### config.mk
export PLATFORM = sky130hd
export DESIGN_NAME = ipu_frame_ctrl_cxy_flat
export DESIGN_NICKNAME = d
export VERILOG_FILES = /design/src/rtl/ipu_frame_ctrl_cxy_pkg.sv /design/src/rtl/ipu_frame_ctrl_cxy_if.sv /design/src/rtl/ipu_frame_ctrl_cxy_cfg_shadow.sv /design/src/rtl/ipu_frame_ctrl_cxy.sv /design/src/flat_wrapper.sv
export SDC_FILE = /design/constraint.sdc
export NUM_CORES = 1
export LEC_CHECK = 0
export CAP_MARGIN = 15
export CORE_MARGIN = 2
export CORE_UTILIZATION = 50
export DETAILED_ROUTE_END_ITERATION = 6
export GPL_TIMING_DRIVEN = 0
export PLACE_DENSITY = 0.84
export SETUP_SLACK_MARGIN = 0.5
export SYNTH_ARGS = -nofsm -noshare
export SYNTH_HDL_FRONTEND = slang
export SYNTH_SLANG_ARGS = --single-unit
### constraint.sdc
create_clock -name CLK -period 5.38 [get_ports CLK]
set_input_delay 1.345 -clock CLK [delete_from_list [all_inputs] [get_ports CLK]]
set_output_delay 1.345 -clock CLK [all_outputs]
set_load 0.01 [all_outputs]
### src/rtl/ipu_frame_ctrl_cxy_pkg.sv
// Shared definitions for the IPU frame controller: config layout, FSM encoding.
package ipu_pkg_cxy;

  localparam int CFG_W = 58;

  // Field positions within the 58-bit config word, MSB first
  localparam int H_MAX_LSB     = 49;  localparam int H_MAX_W     = 9;
  localparam int H_MIN_LSB     = 40;  localparam int H_MIN_W     = 9;
  localparam int S_MAX_LSB     = 33;  localparam int S_MAX_W     = 7;
  localparam int S_MIN_LSB     = 26;  localparam int S_MIN_W     = 7;
  localparam int V_MAX_LSB     = 20;  localparam int V_MAX_W     = 6;
  localparam int V_MIN_LSB     = 14;  localparam int V_MIN_W     = 6;
  localparam int P0_BORDER_LSB = 13;  localparam int P0_BORDER_W = 1;
  localparam int P0_TH_LSB     = 9;   localparam int P0_TH_W     = 4;
  localparam int P1_BORDER_LSB = 8;   localparam int P1_BORDER_W = 1;
  localparam int P1_TH_LSB     = 4;   localparam int P1_TH_W     = 4;
  localparam int RESIZE_TH_LSB = 0;   localparam int RESIZE_TH_W = 4;

  typedef struct packed {
    logic [8:0] h_max;
    logic [8:0] h_min;
    logic [6:0] s_max;
    logic [6:0] s_min;
    logic [5:0] v_max;
    logic [5:0] v_min;
    logic       p0_border;
    logic [3:0] p0_th;
    logic       p1_border;
    logic [3:0] p1_th;
    logic [3:0] resize_th;
  } cfg_t;

  typedef enum logic [2:0] {
    ST_IDLE   = 3'd0,
    ST_ARM    = 3'd1,
    ST_RUN    = 3'd2,
    ST_FLUSH  = 3'd3,
    ST_RESULT = 3'd4
  } state_e;

  function automatic cfg_t unpack_cfg(input logic [CFG_W-1:0] raw);
    return cfg_t'(raw);
  endfunction

endpackage

### src/rtl/ipu_frame_ctrl_cxy_if.sv
// Host, camera, pipeline and centroid signals of the IPU frame controller.
interface ipu_frame_ctrl_cxy_if;
  import ipu_pkg_cxy::*;

  logic             START;
  logic             CONT;
  logic             ABORT;
  logic             CFG_WE;
  logic [CFG_W-1:0] CFG_IN;
  logic             CAM_VALID;
  logic             CAM_SOF;
  logic [11:0]      CAM_RGB;
  logic             RGB_VALID;
  logic [11:0]      RGB;
  logic [CFG_W-1:0] CFG_OUT;
  logic             SQUEEZE;
  logic             PIPE_RSTn;
  logic             PIPE_LAST_PIX;
  logic             CENTROID_VALID;
  logic [17:0]      CENTROID_H;
  logic [17:0]      CENTROID_V;
  logic [12:0]      CENTROID_SUM;
  logic [17:0]      RES_H;
  logic [17:0]      RES_V;
  logic [12:0]      RES_SUM;
  logic             RES_VALID;
  logic             BUSY;
  logic [15:0]      FRAME_CNT;
  logic             ERR_TIMEOUT;
  logic             ERR_SOF;

  modport slave (
    input  START, CONT, ABORT, CFG_WE, CFG_IN, CAM_VALID, CAM_SOF, CAM_RGB,
           PIPE_LAST_PIX, CENTROID_VALID, CENTROID_H, CENTROID_V, CENTROID_SUM,
    output RGB_VALID, RGB, CFG_OUT, SQUEEZE, PIPE_RSTn, RES_H, RES_V, RES_SUM,
           RES_VALID, BUSY, FRAME_CNT, ERR_TIMEOUT, ERR_SOF
  );

  modport master (
    output START, CONT, ABORT, CFG_WE, CFG_IN, CAM_VALID, CAM_SOF, CAM_RGB,
           PIPE_LAST_PIX, CENTROID_VALID, CENTROID_H, CENTROID_V, CENTROID_SUM,
    input  RGB_VALID, RGB, CFG_OUT, SQUEEZE, PIPE_RSTn, RES_H, RES_V, RES_SUM,
           RES_VALID, BUSY, FRAME_CNT, ERR_TIMEOUT, ERR_SOF
  );

endinterface

### src/rtl/ipu_frame_ctrl_cxy_cfg_shadow.sv
// Pending/active config pair: host writes land in pending, apply copies them to
// the active copy only if something was written since the last apply.
module ipu_cfg_shadow_cxy
  import ipu_pkg_cxy::*;
(
  input  logic             clk,
  input  logic             rst,
  input  logic             cfg_we,
  input  logic [CFG_W-1:0] cfg_in,
  input  logic             apply,
  output logic [CFG_W-1:0] cfg_out
);

  logic [CFG_W-1:0] pending_q, pending_d;
  logic [CFG_W-1:0] active_q, active_d;
  logic             dirty_q, dirty_d;

  // A write coinciding with apply stays pending for the following frame
  always_comb begin
    pending_d = cfg_we ? cfg_in : pending_q;
    dirty_d   = cfg_we | (dirty_q & ~apply);
    active_d  = (apply && dirty_q) ? pending_q : active_q;
  end

  always_ff @(posedge clk) begin
    if (rst) begin
      pending_q <= '0;
      active_q  <= '0;
      dirty_q   <= 1'b0;
    end else begin
      pending_q <= pending_d;
      active_q  <= active_d;
      dirty_q   <= dirty_d;
    end
  end

  assign cfg_out = active_q;

endmodule

### src/rtl/ipu_frame_ctrl_cxy.sv
// Frame-level sequencer: admits one whole camera frame per run, drains the
// pipeline with SQUEEZE, captures the centroid, and handles watchdog/abort.
module ipu_frame_ctrl_cxy
  import ipu_pkg_cxy::*;
#(
  parameter int P_WIDTH  = 320,
  parameter int P_HEIGHT = 240,
  parameter int TIMEOUT  = 65535
) (
  input logic                  CLK,
  input logic                  RST,
  ipu_frame_ctrl_cxy_if.slave  bus
);

  localparam logic [16:0] PIX_TOTAL = 17'(P_WIDTH * P_HEIGHT);
  localparam int          TO_W      = $clog2(TIMEOUT + 1);

  state_e            state_q, state_d;
  logic [16:0]       pix_cnt_q, pix_cnt_d;
  logic [TO_W-1:0]   to_cnt_q, to_cnt_d;
  logic [1:0]        rcv_cnt_q, rcv_cnt_d;
  logic              pipe_rstn_q, pipe_rstn_d;
  logic              rgb_valid_q, rgb_valid_d;
  logic [11:0]       rgb_q, rgb_d;
  logic              squeeze_q, squeeze_d;
  logic [17:0]       res_h_q, res_h_d;
  logic [17:0]       res_v_q, res_v_d;
  logic [12:0]       res_sum_q, res_sum_d;
  logic              res_valid_q, res_valid_d;
  logic [15:0]       frame_cnt_q, frame_cnt_d;
  logic              err_to_q, err_to_d;
  logic              err_sof_q, err_sof_d;
  logic              rcv_trig;
  logic              cfg_apply;

  ipu_cfg_shadow_cxy u_cfg_shadow (
    .clk     (CLK),
    .rst     (RST),
    .cfg_we  (bus.CFG_WE),
    .cfg_in  (bus.CFG_IN),
    .apply   (cfg_apply),
    .cfg_out (bus.CFG_OUT)
  );

  always_comb begin
    state_d     = state_q;
    pix_cnt_d   = pix_cnt_q;
    to_cnt_d    = '0;
    rgb_valid_d = 1'b0;
    rgb_d       = rgb_q;
    res_h_d     = res_h_q;
    res_v_d     = res_v_q;
    res_sum_d   = res_sum_q;
    res_valid_d = 1'b0;
    frame_cnt_d = frame_cnt_q;
    err_to_d    = err_to_q;
    err_sof_d   = err_sof_q;
    rcv_trig    = 1'b0;
    cfg_apply   = 1'b0;

    if (bus.ABORT) begin
      rcv_trig = 1'b1;
      state_d  = ST_IDLE;
    end else begin
      unique case (state_q)
        ST_IDLE: begin
          if (bus.START) begin
            state_d   = ST_ARM;
            err_to_d  = 1'b0;
            err_sof_d = 1'b0;
          end
        end
        // SOF is only accepted once the pipeline is out of its recovery reset
        ST_ARM: begin
          if (bus.CAM_VALID && bus.CAM_SOF && pipe_rstn_q) begin
            rgb_valid_d = 1'b1;
            rgb_d       = bus.CAM_RGB;
            pix_cnt_d   = 17'd1;
            cfg_apply   = 1'b1;
            state_d     = (PIX_TOTAL == 17'd1) ? ST_FLUSH : ST_RUN;
          end
        end
        ST_RUN: begin
          if (bus.CAM_VALID) begin
            if (bus.CAM_SOF) begin
              err_sof_d = 1'b1;
              rcv_trig  = 1'b1;
              state_d   = ST_ARM;
            end else begin
              rgb_valid_d = 1'b1;
              rgb_d       = bus.CAM_RGB;
              pix_cnt_d   = pix_cnt_q + 17'd1;
              if (pix_cnt_d == PIX_TOTAL) state_d = ST_FLUSH;
            end
          end
        end
        ST_FLUSH: begin
          to_cnt_d = to_cnt_q + 1'b1;
          if (bus.PIPE_LAST_PIX) state_d = ST_RESULT;
        end
        ST_RESULT: begin
          to_cnt_d = to_cnt_q + 1'b1;
          if (bus.CENTROID_VALID) begin
            res_h_d     = bus.CENTROID_H;
            res_v_d     = bus.CENTROID_V;
            res_sum_d   = bus.CENTROID_SUM;
            res_valid_d = 1'b1;
            frame_cnt_d = frame_cnt_q + 16'd1;
            state_d     = bus.CONT ? ST_ARM : ST_IDLE;
          end
        end
        default: state_d = ST_IDLE;
      endcase

      // A centroid arriving on the expiry cycle still counts as a good result
      if ((state_q == ST_FLUSH || state_q == ST_RESULT) && !res_valid_d &&
          to_cnt_d == TO_W'(TIMEOUT)) begin
        err_to_d = 1'b1;
        rcv_trig = 1'b1;
        state_d  = ST_IDLE;
      end
    end

    if (rcv_trig) begin
      pix_cnt_d   = '0;
      to_cnt_d    = '0;
      rgb_valid_d = 1'b0;
    end

    rcv_cnt_d   = rcv_trig ? 2'd2 : ((rcv_cnt_q != 2'd0) ? rcv_cnt_q - 2'd1 : 2'd0);
    pipe_rstn_d = (rcv_cnt_d == 2'd0);
    squeeze_d   = (state_q == ST_FLUSH) && (state_d == ST_FLUSH);
  end

  always_ff @(posedge CLK) begin
    if (RST) begin
      state_q     <= ST_IDLE;
      pix_cnt_q   <= '0;
      to_cnt_q    <= '0;
      rcv_cnt_q   <= '0;
      pipe_rstn_q <= 1'b0;
      rgb_valid_q <= 1'b0;
      rgb_q       <= '0;
      squeeze_q   <= 1'b0;
      res_h_q     <= '0;
      res_v_q     <= '0;
      res_sum_q   <= '0;
      res_valid_q <= 1'b0;
      frame_cnt_q <= '0;
      err_to_q    <= 1'b0;
      err_sof_q   <= 1'b0;
    end else begin
      state_q     <= state_d;
      pix_cnt_q   <= pix_cnt_d;
      to_cnt_q    <= to_cnt_d;
      rcv_cnt_q   <= rcv_cnt_d;
      pipe_rstn_q <= pipe_rstn_d;
      rgb_valid_q <= rgb_valid_d;
      rgb_q       <= rgb_d;
      squeeze_q   <= squeeze_d;
      res_h_q     <= res_h_d;
      res_v_q     <= res_v_d;
      res_sum_q   <= res_sum_d;
      res_valid_q <= res_valid_d;
      frame_cnt_q <= frame_cnt_d;
      err_to_q    <= err_to_d;
      err_sof_q   <= err_sof_d;
    end
  end

  assign bus.RGB_VALID   = rgb_valid_q;
  assign bus.RGB         = rgb_q;
  assign bus.SQUEEZE     = squeeze_q;
  assign bus.PIPE_RSTn   = pipe_rstn_q;
  assign bus.RES_H       = res_h_q;
  assign bus.RES_V       = res_v_q;
  assign bus.RES_SUM     = res_sum_q;
  assign bus.RES_VALID   = res_valid_q;
  assign bus.BUSY        = (state_q != ST_IDLE);
  assign bus.FRAME_CNT   = frame_cnt_q;
  assign bus.ERR_TIMEOUT = err_to_q;
  assign bus.ERR_SOF     = err_sof_q;

endmodule

### src/flat_wrapper.sv
// flat-port wrapper written by rule: the top's interface ports become plain ports
module ipu_frame_ctrl_cxy_flat import ipu_pkg_cxy::*;
#(
  parameter int P_WIDTH  = 320,
  parameter int P_HEIGHT = 240,
  parameter int TIMEOUT  = 65535
)
  (CLK, RST, bus_START, bus_CONT, bus_ABORT, bus_CFG_WE, bus_CFG_IN, bus_CAM_VALID, bus_CAM_SOF, bus_CAM_RGB, bus_PIPE_LAST_PIX, bus_CENTROID_VALID, bus_CENTROID_H, bus_CENTROID_V, bus_CENTROID_SUM, bus_RGB_VALID, bus_RGB, bus_CFG_OUT, bus_SQUEEZE, bus_PIPE_RSTn, bus_RES_H, bus_RES_V, bus_RES_SUM, bus_RES_VALID, bus_BUSY, bus_FRAME_CNT, bus_ERR_TIMEOUT, bus_ERR_SOF);
  ipu_frame_ctrl_cxy_if bus_i ();
  input logic CLK;
  input logic RST;
  input wire logic [$bits(bus_i.START)-1:0] bus_START;
  input wire logic [$bits(bus_i.CONT)-1:0] bus_CONT;
  input wire logic [$bits(bus_i.ABORT)-1:0] bus_ABORT;
  input wire logic [$bits(bus_i.CFG_WE)-1:0] bus_CFG_WE;
  input wire logic [$bits(bus_i.CFG_IN)-1:0] bus_CFG_IN;
  input wire logic [$bits(bus_i.CAM_VALID)-1:0] bus_CAM_VALID;
  input wire logic [$bits(bus_i.CAM_SOF)-1:0] bus_CAM_SOF;
  input wire logic [$bits(bus_i.CAM_RGB)-1:0] bus_CAM_RGB;
  input wire logic [$bits(bus_i.PIPE_LAST_PIX)-1:0] bus_PIPE_LAST_PIX;
  input wire logic [$bits(bus_i.CENTROID_VALID)-1:0] bus_CENTROID_VALID;
  input wire logic [$bits(bus_i.CENTROID_H)-1:0] bus_CENTROID_H;
  input wire logic [$bits(bus_i.CENTROID_V)-1:0] bus_CENTROID_V;
  input wire logic [$bits(bus_i.CENTROID_SUM)-1:0] bus_CENTROID_SUM;
  output wire logic [$bits(bus_i.RGB_VALID)-1:0] bus_RGB_VALID;
  output wire logic [$bits(bus_i.RGB)-1:0] bus_RGB;
  output wire logic [$bits(bus_i.CFG_OUT)-1:0] bus_CFG_OUT;
  output wire logic [$bits(bus_i.SQUEEZE)-1:0] bus_SQUEEZE;
  output wire logic [$bits(bus_i.PIPE_RSTn)-1:0] bus_PIPE_RSTn;
  output wire logic [$bits(bus_i.RES_H)-1:0] bus_RES_H;
  output wire logic [$bits(bus_i.RES_V)-1:0] bus_RES_V;
  output wire logic [$bits(bus_i.RES_SUM)-1:0] bus_RES_SUM;
  output wire logic [$bits(bus_i.RES_VALID)-1:0] bus_RES_VALID;
  output wire logic [$bits(bus_i.BUSY)-1:0] bus_BUSY;
  output wire logic [$bits(bus_i.FRAME_CNT)-1:0] bus_FRAME_CNT;
  output wire logic [$bits(bus_i.ERR_TIMEOUT)-1:0] bus_ERR_TIMEOUT;
  output wire logic [$bits(bus_i.ERR_SOF)-1:0] bus_ERR_SOF;
  assign bus_i.START = bus_START;
  assign bus_i.CONT = bus_CONT;
  assign bus_i.ABORT = bus_ABORT;
  assign bus_i.CFG_WE = bus_CFG_WE;
  assign bus_i.CFG_IN = bus_CFG_IN;
  assign bus_i.CAM_VALID = bus_CAM_VALID;
  assign bus_i.CAM_SOF = bus_CAM_SOF;
  assign bus_i.CAM_RGB = bus_CAM_RGB;
  assign bus_i.PIPE_LAST_PIX = bus_PIPE_LAST_PIX;
  assign bus_i.CENTROID_VALID = bus_CENTROID_VALID;
  assign bus_i.CENTROID_H = bus_CENTROID_H;
  assign bus_i.CENTROID_V = bus_CENTROID_V;
  assign bus_i.CENTROID_SUM = bus_CENTROID_SUM;
  assign bus_RGB_VALID = bus_i.RGB_VALID;
  assign bus_RGB = bus_i.RGB;
  assign bus_CFG_OUT = bus_i.CFG_OUT;
  assign bus_SQUEEZE = bus_i.SQUEEZE;
  assign bus_PIPE_RSTn = bus_i.PIPE_RSTn;
  assign bus_RES_H = bus_i.RES_H;
  assign bus_RES_V = bus_i.RES_V;
  assign bus_RES_SUM = bus_i.RES_SUM;
  assign bus_RES_VALID = bus_i.RES_VALID;
  assign bus_BUSY = bus_i.BUSY;
  assign bus_FRAME_CNT = bus_i.FRAME_CNT;
  assign bus_ERR_TIMEOUT = bus_i.ERR_TIMEOUT;
  assign bus_ERR_SOF = bus_i.ERR_SOF;
  ipu_frame_ctrl_cxy #(.P_WIDTH(P_WIDTH), .P_HEIGHT(P_HEIGHT), .TIMEOUT(TIMEOUT)) u_core (.CLK(CLK), .RST(RST), .bus(bus_i));
endmodule
==> impl_results.md <==
* Most frequent cell after synthesis: nand2_1
* Post-Synth Adder-Cell Area at 0.00403
* Xor-xnor portion of the synthesized cell area at 0.0244
* Final setup fails at 0
* Commonest cells post-synth: 264 x nand2_1, 238 x dfxtp_1, 146 x a21oi_1, 101 x nor2_1, 61 x mux2i_1
* Compound-Gate Fraction of Synth Area at 0.116
* CTS root buf: clkbuf_16
* Flops & latches, synth at approximately 240
* Port bufs at between 200 and 300
* Met1 Resource Use GR at 0.313
* Element type at the critical path end: output port
* Simple-Gate Fraction of Synth Area at 0.240
* Final setup TNS at 0 ns
* Setup bufs post-CTS at 0
* H-tree lvl count at 1
* Status: completed
* Post-DP Area at between 10000 and 15000 um2
* RSZ-0062 raised after global routing: no
* Yosys cell types at 56
* WL final at between 20000 and 30000 um
* Fmax at between 200 and 300 MHz
* Minimum clock period at roughly 3.5 ns
* Hold Crit Class: reg2reg
* Avg Cell Area, Syn at around 8.4 um2
* Synth warnings at 0
* Clock skew at slightly above 0.009 ns
* HPWL after DPL at between 15000 and 20000 um
* Met2 usage at 0.454
* EDFF count, synth at 0
* Tcrit/Tclk final at 0.649
* Placer Congestion at between 0.9 and 1
* Top FF cell, synth: dfxtp_1
* Critical Path Fanout Max at 10
* # resized after CTS at 0
* CTS Buf Count at 24
* Leak pwr at around 4.6 nW
* Slew headroom at 0.373
* Die Y-Extent at roughly 140 um
* Worst endpoint required time at around 4.0 ns
* Post-route cell area at ~13000 um2
* Total GRT Usage at 0.263
* Worst-margin pin slew at approximately 0.94 ns
* Vias per cell at 5.32
* Die width at about 140 um
* Worst skew pair latency at ~0.52 ns
* Clk pin slew, worst setup/hold paths at ~0.07 ns
* Mapped cell area at approximately 9300 um2
* Sequential area share after synthesis at 0.511
* Routed len/inst at 16.4 um
* Clk sinks at about 240
* Final #Nets at roughly 1500
* Placeable Area at 18100 um2
* Worst Path Class, Setup: reg2out
* Largest family of logic cells by synthesized area: simple AND/OR/NAND/NOR gates
* Row cnt at between 40 and 50
* GRT met3 Usage at 0.0704
* Hold Vio Cnt, Final at 0
* Starting Density at 0.514
* Antenna-violating nets left at 0
* Top Usage Layer GRT: met2
* Io pins at roughly 270
* Pin count of the biggest net entering global routing at 15
* Maximum vdd drop at 268 uV
* Initial antenna violation count at 0
* Mapped Nets at roughly 1200
* ANT cells at 0
* Maximum capacitance violations at 0
* Drt pass-1 iters at 5
* CTS Buffer Depth at 3
* CP arrival at approximately 2.1 ns
* Vias in the first global route at roughly 8300
* Share of layout cells above drive strength 1 at 0.0452
* Post-synthesis async set-or-reset flop share at 0
* Synth top area cells: dfxtp_1 51%, nand2_1 11%, a21oi_1 7.8%
* Drt drc at 0
* Final Max Tran Viols at 0
* TritonCTS clock tree: yes
* Area leader, netlist: dfxtp_1
* CTS Hold Bufs at 0
* Initial DRC Count at between 500 and 600
* Post-synthesis mux area share at 0.0655
* Full die area at approximately 20000 um2
* Via Count at between 8000 and 9000
* First-pass GRT wire length at about 42000 um
* CP Launch Type: register
* Share of the synthesized area in the top cell type at 0.511
* Gate Count Post-Synth at 1105
* P&R area growth vs syn at 41.2%
* P per Cell Area at 290 nW/um2
* Grt ovf at 0
[cells by family (layout without fill, tap and decap cells)]
| family | Yosys count | count (layout) |
|---|---|---|
| simple gates | 499 | 499 |
| mux | 61 | 61 |
| flops | 238 | 238 |
| fa+ha+maj | 3 | 3 |
| compound gates | 193 | 193 |
| buf+inv | 85 | 396 |
| xor+xnor | 26 | 26 |
[worst max-delay path: stages, from the launching register on]
cell and delay [ns]:
dfxtp_1 0.42, clkbuf_1 0.40, nor2_1 0.17, nand2_1 0.10, clkdlybuf4s50_1 0.54
[metal layers]
| layer | wire (um) | up-vias |
|---|---|---|
| li1 | - | 4318 |
| met1 | 10900 | 4054 |
| met2 | 12800 | 318 |
| met3 | 2180 | 58 |
| met4 | 969 | 0 |
| met5 | 0 | - |
[final timing paths]
kind | slack [ns] | from | endpoint | cells after the start
setup / recovery | 1.89 | u_core.state_q[0] | bus_BUSY | 4
hold / removal | 0.45 | u_core.u_cfg_shadow.pending_q[8] | u_core.u_cfg_shadow.cfg_out[8] | 2
setup reg to reg | 2.56 | u_core.to_cnt_q[0] | u_core.rcv_cnt_q[0] | 9
hold reg to reg | 0.45 | u_core.u_cfg_shadow.pending_q[8] | u_core.u_cfg_shadow.cfg_out[8] | 2
[state kept, by name (all words and copies together), names as in the netlist, 2 cells and up]
signal,cells
u_core.rcv_cnt_q,2
u_core.state_q,3
u_core.u_cfg_shadow.cfg_out,58
u_core.bus.FRAME_CNT,16
u_core.bus.RGB,12
u_core.pix_cnt_q,17
u_core.u_cfg_shadow.pending_q,58
u_core.to_cnt_q,16
u_core.bus.RES_SUM,13
u_core.bus.RES_H,18
u_core.bus.RES_V,18
[through the flow]
| step | power [mW] | worst slack [ns] | hold WS (ns) | utilization | cells |
|---|---|---|---|---|---|
| floorplan | 1.92 | 2.28 | 0.414 | - | 1105 |
| global placement | 2.05 | 1.45 | 0.423 | 0.678 | 1603 |
| detailed placement | 2.05 | 1.45 | 0.442 | 0.678 | 1603 |
| CTS | 3.84 | 1.90 | 0.442 | 0.725 | 1645 |
| global route | 3.93 | 1.73 | 0.465 | 0.725 | 1645 |
| finish | 3.82 | 1.89 | 0.450 | 0.725 | 1645 |
[cell usage in the layout, fill, tap and decap left out, types with 3 or more instances in the layout]
cell,synthesis,final
or3_1,3,3
a31oi_1,5,5
clkbuf_16,0,25
nor2_1,101,101
buf_2,7,7
nand4_1,12,12
nand3b_1,3,3
nor3b_1,8,8
a21oi_1,146,146
ha_1,3,3
bufinv_16,0,4
a21o_1,3,3
or2_2,3,3
xnor2_1,14,14
nand3_1,22,22
buf_6,4,4
o31a_1,4,4
mux2i_1,61,61
o31ai_1,4,4
buf_1,10,10
clkbuf_8,0,6
or4_1,5,5
dfxtp_1,238,238
and3_1,8,8
clkbuf_1,57,61
nand2b_1,4,4
nor4_1,8,8
nor3_1,39,39
xor2_1,12,12
o21ai_0,17,17
clkdlybuf4s50_1,0,269
inv_1,7,7
nand2_1,264,264
[final cells by class]
type	count	area (um2)
inverter	7	26.3
buffer	78	332
clock inverter	7	140
clock buffer	35	723
fill	1404	4990
timing repair buffer	269	2690
tap	229	287
multi-input combinational	782	4200
sequential	238	4760
[report_power, final]
part | switching (mW) | leakage (nW) | internal (mW)
clock network | 0.683 | 0.417 | 1.12
registers | 0.0146 | 1.93 | 1.79
logic | 0.0882 | 2.25 | 0.121
(Power assumes the default switching activity.)
